[config.mk]
export PLATFORM = sky130hd
export DESIGN_NAME = vec_magnitude_isqrt
export DESIGN_NICKNAME = d
export VERILOG_FILES = /design/src/rtl/vec_magnitude_isqrt.sv
export SDC_FILE = /design/constraint.sdc
export NUM_CORES = 1
export LEC_CHECK = 0
export CORE_MARGIN = 2
export CORE_UTILIZATION = 39
export CTS_CLUSTER_DIAMETER = 50
export DETAILED_ROUTE_END_ITERATION = 8
export SYNTH_ARGS = -nofsm -noshare
export SYNTH_HDL_FRONTEND = slang
export SYNTH_SLANG_ARGS = --single-unit
[constraint.sdc]
create_clock -name clk -period 6.4 [get_ports clk]
set_input_delay 1.28 -clock clk [delete_from_list [all_inputs] [get_ports clk]]
set_output_delay 1.28 -clock clk [all_outputs]
set_load 0.01 [all_outputs]
[src/rtl/vec_magnitude_isqrt.sv]
// 2-D vector magnitude: floor(sqrt(x*x + y*y)) using an exact bit-serial integer square root.
// Valid/ready handshake on both sides; one operand pair in flight at a time.
module vec_magnitude_isqrt #(
  parameter int W = 8
) (
  input  logic         clk,
  input  logic         rst_n,
  input  logic         ena,
  input  logic [W-1:0] in_x,
  input  logic [W-1:0] in_y,
  input  logic         in_valid,
  output logic         in_ready,
  output logic [W:0]   mag,
  output logic         exact,
  output logic         out_valid,
  input  logic         out_ready
);

  localparam int SW = 2 * W + 1;  // sum / remainder width
  localparam int RW = 2 * W + 2;  // root and trial width, wide enough for root + bit
  localparam int CW = $clog2(W + 1);

  typedef enum logic [1:0] {
    IDLE,
    LOAD,
    SQRT,
    DONE
  } state_t;

  state_t        state_q;
  logic [W-1:0]  x_q;
  logic [W-1:0]  y_q;
  logic [SW-1:0] rem_q;
  logic [SW-1:0] rem_d;
  logic [RW-1:0] root_q;
  logic [RW-1:0] root_d;
  logic [RW-1:0] bit_q;
  logic [RW-1:0] trial;
  logic [CW-1:0] cnt_q;
  logic [W:0]    mag_q;
  logic          exact_q;
  logic          out_valid_q;

  logic [2*W-1:0] sq_x;
  logic [2*W-1:0] sq_y;
  logic [SW-1:0]  sum;

  // Squares are formed at full width so x = y = 2^W-1 cannot wrap.
  assign sq_x  = {{W{1'b0}}, x_q} * {{W{1'b0}}, x_q};
  assign sq_y  = {{W{1'b0}}, y_q} * {{W{1'b0}}, y_q};
  assign sum   = {1'b0, sq_x} + {1'b0, sq_y};
  assign trial = root_q + bit_q;

  // One restoring square-root step; the FSM decides whether to commit it.
  // NOTE: every output of a combinational block gets a default first, so no path leaves it unassigned and no latch is inferred.
  always_comb begin
    rem_d  = rem_q;
    root_d = root_q >> 1;
    if ({1'b0, rem_q} >= trial) begin
      rem_d  = rem_q - trial[SW-1:0];
      root_d = (root_q >> 1) + bit_q;
    end
  end

  // NOTE: state is updated with non-blocking assignments so every register samples pre-edge values, matching the hardware.
  always_ff @(posedge clk or negedge rst_n) begin
    if (!rst_n) begin
      state_q     <= IDLE;
      x_q         <= '0;
      y_q         <= '0;
      rem_q       <= '0;
      root_q      <= '0;
      bit_q       <= '0;
      cnt_q       <= '0;
      mag_q       <= '0;
      exact_q     <= 1'b0;
      out_valid_q <= 1'b0;
    end else begin
      case (state_q)
        IDLE: begin
          if (ena && in_valid) begin
            x_q     <= in_x;
            y_q     <= in_y;
            state_q <= LOAD;
          end
        end
        LOAD: begin
          if (ena) begin
            rem_q   <= sum;
            root_q  <= '0;
            bit_q   <= {{(RW - SW){1'b0}}, 1'b1, {(2 * W){1'b0}}};
            cnt_q   <= CW'(W);
            state_q <= SQRT;
          end
        end
        SQRT: begin
          if (ena) begin
            rem_q  <= rem_d;
            root_q <= root_d;
            bit_q  <= bit_q >> 2;
            if (cnt_q == '0) begin
              mag_q       <= root_d[W:0];
              exact_q     <= (rem_d == '0);
              out_valid_q <= 1'b1;
              state_q     <= DONE;
            end else begin
              cnt_q <= cnt_q - CW'(1);
            end
          end
        end
        DONE: begin
          // Result hand-off is independent of ena so a stalled core never blocks the consumer.
          if (out_ready) begin
            out_valid_q <= 1'b0;
            state_q     <= IDLE;
          end
        end
        default: state_q <= IDLE;
      endcase
    end
  end

  assign in_ready  = ena && (state_q == IDLE);
  assign mag       = mag_q;
  assign exact     = exact_q;
  assign out_valid = out_valid_q;

endmodule

==> results by group, run 1 <==
STA
  • Fin crit period: 5.98 ns
  • Final worst setup slack: about 0.42 ns
  • Unrepaired setup endpoints after global routing: no
  • Final hold viol count: 0
  • Worst slew pin tran: around 1.1 ns
  • Max-slew headroom: between 20 and 30%
  • Final setup fails: 0
  • Period utilization: between 90% and 100%
  • Post-route setup TNS: 0 ns
  • Pins Over Slew Limit: 0
  • Fmax: around 0.17 GHz
  • Setup Skew: ~0.0067 ns

Place
  • Setup WS pre-CTS: 0.487 ns
  • Routability cong.: around 0.9
  • Input/output buffers: 32
  • DP Wirelength: 16100 um

Outcome
  • Status: complete, no violations

CTS
  • Clock root buffer: clkbuf_16
  • TritonCTS Buffers: 9
  • CTS tree: done
  • H-tree Lvls: 3
  • CTS clk-pin slew, worst paths: 0.06 ns
  • Hold-fix buffer count after cts: 0
  • CTS Sinks: just under 80
  • Post-CTS sizing: 0
  • CTS max path bufs: 2
  • Setup Buffers After CTS: 0
  • Worst skew pair latency: 0.35 ns

Setup path
  • Worst setup EP type: flop
  • WS Path Type: reg2reg
  • Data arrival time of the worst path: 6.24 ns
  • Data required, critical path: 6.66 ns
  • CP max FO: 10
  • Critical path launch point type: flop

Logic synthesis
  • Distinct cells, synth: about 70
  • Sequential share of the synthesized area: 21.9%
  • Number of synthesized flops with an enable pin: 0
  • Syn avg cell area: 9.15 um^2
  • Post-Synth XOR/XNOR Area: between 5 and 6%
  • Simple-Gate Fraction of Synth Area: a little over an eighth
  • Prevailing post-synth register cell: dfrtp_1
  • Multiplexer share of the synthesized area: 3.66%
  • Yosys warning count: 0
  • Synth Area in Adders: between 30% and 40%
  • Seq cells post-synth: 77
  • Asr flop ratio synth: 100%
  • Synth Area in Compound Gates: 16.5%
  • Post-Syn Instances: 963
  • Largest family of logic cells by synthesized area: adder cells
  • Syn Nets: around 1200
  • Cell area after synthesis: 0.00881 mm^2

Job
  • Max-Cap Viols: 0

Floorplanning
  • Ports: 33
  • Initial core utilization: approximately two fifths
  • Core box area: 0.0220 mm^2
  • Die width: roughly 150 um
  • Die Ht: 154 um
  • Die area: 0.0238 mm^2
  • Row count: 54

Min path
  • Worst Hold Class: reg2reg

Routing
  • Iteration-0 DRC Markers: 409
  • Final WL: 20900 um
  • Via count: 6852
  • Drt via density: 5.40
  • WL per Instance: between 15 and 20 um
  • Post-route DRC violation count: 0
  • TritonRoute pass-1 iters: 4
  • Post-DRT Antenna Nets: 0

GRT
  • First-pass GRT wire length: 35900 um
  • Largest net degree at the start of global routing: 78
  • Overall routing resource usage: 18.7%
  • Initial antenna violation count: 0
  • GR Overflow Total: 0
  • Vias in the first global route: 7011

Cells and area
  • Most frequent cells in the layout: inv_1, nand2_1, ha_1
  • Multi-input combinational cell area: 0.00631 mm^2
  • Area grow syn2layout: 10.4%
  • Share of layout cells above drive strength 1: 5.87%
  • Register area: 0.00193 mm^2
  • NumNets Final: 1182
  • N_diodes: 0
  • Most common cell after layout, fill and taps aside: inv_1
  • Fillers: 2152
==> registers in the layout, summed over array words and instances (netlist names) <==
name       cells
cnt_q          4
out_valid      1
root_q        18
bit_q          9
y_q            8
exact          1
state_q        2
x_q            8
mag            9
rem_q         17
==> worst max-delay path, stage by stage, from the launching register on <==
cell and delay, ns:
dfrtp_1 0.53, nand2_1 0.19, fa_1 0.54, fa_1 0.54, inv_1 0.05, fa_1 0.51, fa_1 0.45, fa_1 0.56
inv_1 0.06, fa_1 0.53, inv_1 0.04, ha_1 0.35, o21a_1 0.20, a21oi_1 0.20, o21ai_0 0.19, a211oi_1 0.38
xor2_1 0.12, a31oi_1 0.18, nor2_1 0.05, a211oi_1 0.20
==> path summary, 6_finish.rpt <==
path | startpoint | to | slack [ns] | depth (start not counted)
worst max-delay path | x_q[6] | rem_q[13] | 0.42 | 19
worst min-delay path | mag[0] | mag[0] | 0.48 | 2
worst max register to register | x_q[6] | rem_q[13] | 0.42 | 19
worst min register to register | mag[0] | mag[0] | 0.48 | 2
max in group asynchronous | rst_n | rem_q[11] | 4.60 | 1
min in group asynchronous | rst_n | mag[8] | 1.13 | 1
==> synth_stat cells (18+ instances only) <==
| cell type | number | share of area, % |
|---|---|---|
| nand2_1 | 100 | 4.3 |
| xor2_1 | 24 | 2.4 |
| ha_1 | 100 | 14 |
| nor2_1 | 32 | 1.4 |
| clkbuf_1 | 22 | 0.94 |
| and2_1 | 37 | 2.6 |
| xnor2_1 | 34 | 3.4 |
| inv_1 | 122 | 5.2 |
| dfrtp_1 | 77 | 22 |
| a31oi_1 | 18 | 1.3 |
| nand3_1 | 20 | 1.1 |
| o21ai_0 | 48 | 2.7 |
| mux2_2 | 18 | 2.3 |
| o22ai_1 | 29 | 2.1 |
| fa_1 | 77 | 18 |
| a21oi_1 | 44 | 2.5 |
==> metal layers <==
metal / global-route usage [%] / wire length (um) / share of wire (%)
met5: 0 / 0 / 0
met4: 5.91 / 387 / 1.9
met2: 30.0 / 9460 / 45
met3: 2.16 / 614 / 2.9
met1: 26.7 / 10400 / 50
==> metrics by stage <==
step	utilization, %	hold slack (ns)	cells	area (um^2)
final	44.1	0.481	1268	9720
after global routing	44.1	0.527	1268	9720
after CTS	44.1	0.488	1268	9720
after global placement	42.7	0.466	1253	9400
after floorplan	-	0.456	963	8810
after detailed placement	42.7	0.474	1253	9400
==> logic make-up (layout without fill, tap and decap cells) <==
logic type | count (synthesis) | count (layout)
flops | 77 | 77
buf+inv | 149 | 174
compound gates | 220 | 220
mux | 30 | 30
simple gates | 251 | 251
xor+xnor | 59 | 59
fa+ha+maj | 177 | 177
==> area by class of cell <==
cell class / count / area share, %
clock inverter: 5 / 0.875
clock buffer: 10 / 2.46
inverter: 122 / 4.71
sequential: 77 / 19.8
tap: 280 / 3.60
multi-input combinational: 737 / 64.9
timing repair buffer: 37 / 3.65
Power of run 1 is not shown: default switching activity piles up to over one toggle a cycle in this logic, so the estimate is an artifact.
==> run 2, diff against run 1 <==
--- a/config.mk
+++ b/config.mk
@@ -5,10 +5,12 @@
 export SDC_FILE = /design/constraint.sdc
 export NUM_CORES = 1
 export LEC_CHECK = 0
+export CAP_MARGIN = 20
 export CORE_MARGIN = 2
-export CORE_UTILIZATION = 39
+export CORE_UTILIZATION = 64
 export CTS_CLUSTER_DIAMETER = 50
 export DETAILED_ROUTE_END_ITERATION = 8
+export PLACE_DENSITY = 0.83
 export SYNTH_ARGS = -nofsm -noshare
 export SYNTH_HDL_FRONTEND = slang
 export SYNTH_SLANG_ARGS = --single-unit
==> results by group, run 2 (same netlist as run 1, synthesis figures left out) <==
Outcome
  • Status: complete, no violations (unchanged)

Setup path
  • Critical path launch point type: flop (unchanged)
  • Reg2Reg Setup Slack: 0.38 ns (was 0.42 ns)
  • R2R Path End: rem_q[15] (was rem_q[13])
  • Critical Path Source: x_q[4] (was x_q[6])
  • Worst setup EP type: flop (unchanged)
  • R2R cell count: 19 (unchanged)
  • Crit path capture: rem_q[15] (was rem_q[13])
  • Data arrival time of the worst path: 6.27 ns (was 6.24 ns)
  • WS Path Type: reg2reg (unchanged)
  • Reg2reg start: x_q[4] (was x_q[6])
  • Data required, critical path: 6.65 ns (was 6.66 ns)
  • CP max FO: 10 (unchanged)

CTS
  • CTS tree: done (unchanged)
  • Setup Buffers After CTS: 0 (unchanged)
  • CTS max path bufs: 2 (unchanged)
  • Worst skew pair latency: 0.35 ns (about the same)
  • Clock root buffer: clkbuf_16 (unchanged)
  • H-tree Lvls: 3 (unchanged)
  • CTS Sinks: 77 (unchanged)
  • Post-CTS sizing: 0 (unchanged)
  • Hold-fix buffer count after cts: 0 (unchanged)
  • TritonCTS Buffers: 9 (unchanged)
  • CTS clk-pin slew, worst paths: 0.07 ns (was 0.06 ns)

Place
  • DP Wirelength: 16100 um (about the same)
  • Input/output buffers: 32 (unchanged)
  • Routability cong.: 0.990 (was 0.899)
  • Post-DP Area: 0.00925 mm^2 (was 0.00940 mm^2)
  • Dpl cells: 1147 (was 1253)

Floorplanning
  • Ports: 33 (unchanged)
  • Row count: 42 (was 54)
  • Core box area: 0.0133 mm^2 (was 0.0220 mm^2)
  • Die area: 0.0147 mm^2 (was 0.0238 mm^2)
  • Die width: 121 um (was 154 um)
  • Initial core utilization: 66.0% (was 40.0%)
  • Die Ht: 121 um (was 154 um)

Cells and area
  • Biggest register: root_q (unchanged)
  • Registers with the most flip-flops: root_q x18, rem_q x17 (unchanged)
  • N_diodes: 0 (unchanged)
  • Area grow syn2layout: 8.65% (was 10.4%)
  • Share of layout cells above drive strength 1: 5.87% (unchanged)
  • Most frequent cells in the layout: inv_1, nand2_1, ha_1 (unchanged)
  • Cell Count, Final, Fillers Out: 1164 (was 1268)
  • Fin area: 0.00957 mm^2 (was 0.00972 mm^2)
  • NumNets Final: 1181 (was 1182)
  • Max reg flops: 18 (unchanged)
  • Most common cell after layout, fill and taps aside: inv_1 (unchanged)

STA
  • Unrepaired setup endpoints after global routing: no (unchanged)
  • Max-slew headroom: 35.6% (was 28.5%)
  • Fin crit period: 6.02 ns (was 5.98 ns)
  • Period utilization: 94.0% (was 93.4%)
  • Final hold viol count: 0 (unchanged)
  • Final setup fails: 0 (unchanged)
  • Worst slew pin tran: 0.964 ns (was 1.07 ns)
  • Setup Skew: 0.00735 ns (was 0.00668 ns)
  • Pins Over Slew Limit: 0 (unchanged)
  • Post-route setup TNS: 0 ns (unchanged)
  • Fmax: 0.166 GHz (was 0.167 GHz)

GRT
  • Initial antenna violation count: 0 (unchanged)
  • Overall routing resource usage: 30.7% (was 18.7%)
  • GR Overflow Total: 0 (unchanged)
  • First-pass GRT wire length: 35400 um (was 35900 um)
  • Largest net degree at the start of global routing: 78 (unchanged)
  • Vias in the first global route: 7185 (was 7011)

Routing
  • WL per Instance: 18.2 um (was 16.5 um)
  • Final WL: 21100 um (was 20900 um)
  • Drt via density: 6.15 (was 5.40)
  • Via count: 7159 (was 6852)
  • Post-route DRC violation count: 0 (unchanged)
  • Iteration-0 DRC Markers: 616 (was 409)
  • TritonRoute pass-1 iters: 6 (was 4)
  • Post-DRT Antenna Nets: 0 (unchanged)

Job
  • Max-Cap Viols: 0 (unchanged)

Min path
  • Worst Hold Class: reg2reg (unchanged)
==> run 2: cell types whose count changed in the layout (fill, tap and decap cells not counted), moves of 2 or more <==
| cell | previous run | this run |
|---|---|---|
| inv_8 | 0 | 2 |
| inv_6 | 0 | 3 |
| clkinv_4 | 2 | 0 |
| buf_4 | 6 | 4 |
| bufinv_16 | 2 | 0 |
==> run 2: routing by layer <==
layer / vias to the layer above / routed length [um] / global-route usage (%)
met5: - / 0 / 0
met2: 291 / 9880 / 49.8
met1: 3473 / 9170 / 42.8
met4: 0 / 391 / 8.69
met3: 31 / 1690 / 5.17
li1: 3364 / - / -
==> run 2: final cells by class <==
| type | count | area, um^2 |
|---|---|---|
| clock buffer | 9 | 225 |
| fill | 1025 | 3780 |
| clock inverter | 7 | 63.8 |
| timing repair buffer | 36 | 368 |
| tap | 176 | 220 |
| inverter | 122 | 458 |
| sequential | 77 | 1930 |
| multi-input combinational | 737 | 6310 |
==> run 2: worst min-delay path by stage <==
stage | depth (start not counted) | endpoint | start
3_3_place_gp | 2 | mag[8] | mag[8]
5_1_grt | 2 | mag[4] | mag[4]
2_1_floorplan | 2 | root_q[0] | root_q[0]
6_report | 2 | mag[6] | mag[6]
3_5_place_dp | 2 | mag[6] | mag[6]
4_1_cts | 2 | mag[6] | mag[6]
==> run 2: stage by stage <==
stage,setup slack [ns],hold slack [ns],util [%]
6_report,0.382,0.488,71.7
5_1_grt,0.126,0.528,71.7
4_1_cts,0.397,0.491,71.5
3_5_place_dp,0.472,0.476,69.3
3_3_place_gp,0.654,0.467,69.3
2_1_floorplan,0.841,0.456,-
==> run 2: worst max-delay path: stages, from the launching register on <==
cell	delay (ns)
dfrtp_1	0.59
nand2_1	0.18
fa_1	0.49
fa_1	0.55
inv_1	0.06
fa_1	0.51
fa_1	0.44
fa_1	0.54
inv_1	0.06
fa_1	0.57
inv_1	0.05
ha_1	0.36
o21a_1	0.21
a21oi_1	0.20
o21ai_0	0.17
a211oi_1	0.36
a21oi_1	0.15
xor2_1	0.17
nor2_1	0.07
a211oi_1	0.19
Power of run 2 is left out for the same reason.
==> run 3, diff against run 2 <==
--- a/config.mk
+++ b/config.mk
@@ -8,8 +8,8 @@
 export CAP_MARGIN = 20
 export CORE_MARGIN = 2
 export CORE_UTILIZATION = 64
-export CTS_CLUSTER_DIAMETER = 50
 export DETAILED_ROUTE_END_ITERATION = 8
+export GPL_ROUTABILITY_DRIVEN = 0
 export PLACE_DENSITY = 0.83
 export SYNTH_ARGS = -nofsm -noshare
 export SYNTH_HDL_FRONTEND = slang
==> results by group, run 3 (same netlist as run 1, synthesis figures left out) <==
Floorplanning
  • Die Ht: 121 um (unchanged)
  • Die width: 121 um (unchanged)
  • Initial core utilization: 66.0% (unchanged)
  • Ports: 33 (unchanged)
  • Row count: 42 (unchanged)
  • Core box area: 0.0133 mm^2 (unchanged)
  • Die area: 0.0147 mm^2 (unchanged)

STA
  • Fmax: 0.169 GHz (was 0.166 GHz)
  • Pins Over Slew Limit: 0 (unchanged)
  • Max-slew headroom: 39.9% (was 35.6%)
  • Post-route setup TNS: 0 ns (unchanged)
  • Worst slew pin tran: 0.899 ns (was 0.964 ns)
  • Period utilization: 92.4% (was 94.0%)
  • Final hold viol count: 0 (unchanged)
  • Fin crit period: 5.91 ns (was 6.02 ns)
  • Unrepaired setup endpoints after global routing: no (unchanged)
  • Setup Skew: 0.00728 ns (was 0.00735 ns)
  • Final setup fails: 0 (unchanged)

Setup path
  • R2R cell count: 19 (unchanged)
  • Worst setup EP type: flop (unchanged)
  • Critical path launch point type: flop (unchanged)
  • CP max FO: 10 (unchanged)
  • Data required, critical path: 6.66 ns (was 6.65 ns)
  • Data arrival time of the worst path: 6.17 ns (was 6.27 ns)
  • WS Path Type: reg2reg (unchanged)

CTS
  • Post-CTS sizing: 0 (unchanged)
  • H-tree Lvls: 3 (unchanged)
  • CTS clk-pin slew, worst paths: 0.07 ns (about the same)
  • CTS Sinks: 77 (unchanged)
  • Setup Buffers After CTS: 0 (unchanged)
  • CTS max path bufs: 2 (unchanged)
  • Clock root buffer: clkbuf_16 (unchanged)
  • Worst skew pair latency: 0.35 ns (about the same)
  • CTS tree: done (unchanged)
  • TritonCTS Buffers: 9 (unchanged)
  • Hold-fix buffer count after cts: 0 (unchanged)

Cells and area
  • Registers with the most flip-flops: root_q x18, rem_q x17 (unchanged)
  • Area grow syn2layout: 8.82% (was 8.65%)
  • Most frequent cells in the layout: inv_1, nand2_1, ha_1 (unchanged)
  • Share of layout cells above drive strength 1: 6.06% (was 5.87%)
  • Multi-input combinational cell area: 0.00631 mm^2 (unchanged)
  • Register area: 0.00193 mm^2 (unchanged)
  • NumNets Final: 1183 (was 1181)
  • Most common cell after layout, fill and taps aside: inv_1 (unchanged)
  • N_diodes: 0 (unchanged)
  • Fillers: 1011 (was 1025)
  • Max reg flops: 18 (unchanged)
  • Biggest register: root_q (unchanged)

GRT
  • First-pass GRT wire length: 35800 um (was 35400 um)
  • Vias in the first global route: 7335 (was 7185)
  • GR Overflow Total: 0 (unchanged)
  • Largest net degree at the start of global routing: 78 (unchanged)
  • Initial antenna violation count: 0 (unchanged)
  • Overall routing resource usage: 31.0% (was 30.7%)

Routing
  • Iteration-0 DRC Markers: 570 (was 616)
  • TritonRoute pass-1 iters: 5 (was 6)
  • Final WL: 21000 um (was 21100 um)
  • Post-DRT Antenna Nets: 0 (unchanged)
  • Drt via density: 6.16 (was 6.15)
  • WL per Instance: 18.0 um (was 18.2 um)
  • Post-route DRC violation count: 0 (unchanged)
  • Via count: 7188 (was 7159)

Outcome
  • Status: complete, no violations (unchanged)

Job
  • Max-Cap Viols: 0 (unchanged)

Min path
  • Worst hold stages: 2 (unchanged)
  • Worst Hold Class: reg2reg (unchanged)

Place
  • DP Wirelength: 16200 um (was 16100 um)
  • Input/output buffers: 32 (unchanged)
[run 3: changes by cell type in the layout (fill, tap and decap cells not counted)]
cell	before	now
buf_4	4	6
[run 3: area by class of cell]
class,count,area share (%)
sequential,77,20.1
inverter,122,4.78
clock buffer,9,2.35
timing repair buffer,38,3.99
tap,176,2.30
multi-input combinational,737,65.8
clock inverter,7,0.666
[run 3: critical path, cell delays in order (launching register included)]
cell and delay (ns):
dfrtp_1 0.57, nand2_1 0.18, fa_1 0.49, fa_1 0.54, inv_1 0.05, fa_1 0.51, fa_1 0.44, fa_1 0.55
inv_1 0.05, fa_1 0.52, inv_1 0.04, ha_1 0.35, o21a_1 0.20, a21oi_1 0.19, o21ai_0 0.16, a211oi_1 0.38
xor2_1 0.13, a31oi_1 0.19, nor2_1 0.06, a211oi_1 0.20
[run 3: layer usage]
metal / track usage [%] / vias up / part of all wire (%)
met3: 5.17 / 39 / 6.9
met5: 0 / - / 0
li1: - / 3360 / -
met2: 49.8 / 256 / 47
met4: 9.48 / 0 / 1.8
met1: 43.4 / 3533 / 44
[run 3: path summary, 6_finish.rpt]
path / start / endpoint / slack [ns]
min in group asynchronous: rst_n / y_q[2] / 0.73
hold reg to reg: mag[8] / mag[8] / 0.49
max in group asynchronous: rst_n / rem_q[1] / 5.09
hold / removal: mag[8] / mag[8] / 0.49
setup / recovery: x_q[4] / rem_q[13] / 0.49
setup reg to reg: x_q[4] / rem_q[13] / 0.49
[run 3: per-stage QoR]
stage | setup slack, ns | cell area, um^2 | utilization (%) | cells | hold WS [ns]
CTS | 0.487 | 9560 | 71.6 | 1165 | 0.490
floorplan | 0.841 | 8810 | - | 963 | 0.456
detailed placement | 0.575 | 9270 | 69.4 | 1149 | 0.475
global route | 0.150 | 9590 | 71.8 | 1166 | 0.519
finish | 0.489 | 9590 | 71.8 | 1166 | 0.487
global placement | 0.689 | 9270 | 69.4 | 1149 | 0.465
Power of run 3 is left out for the same reason.
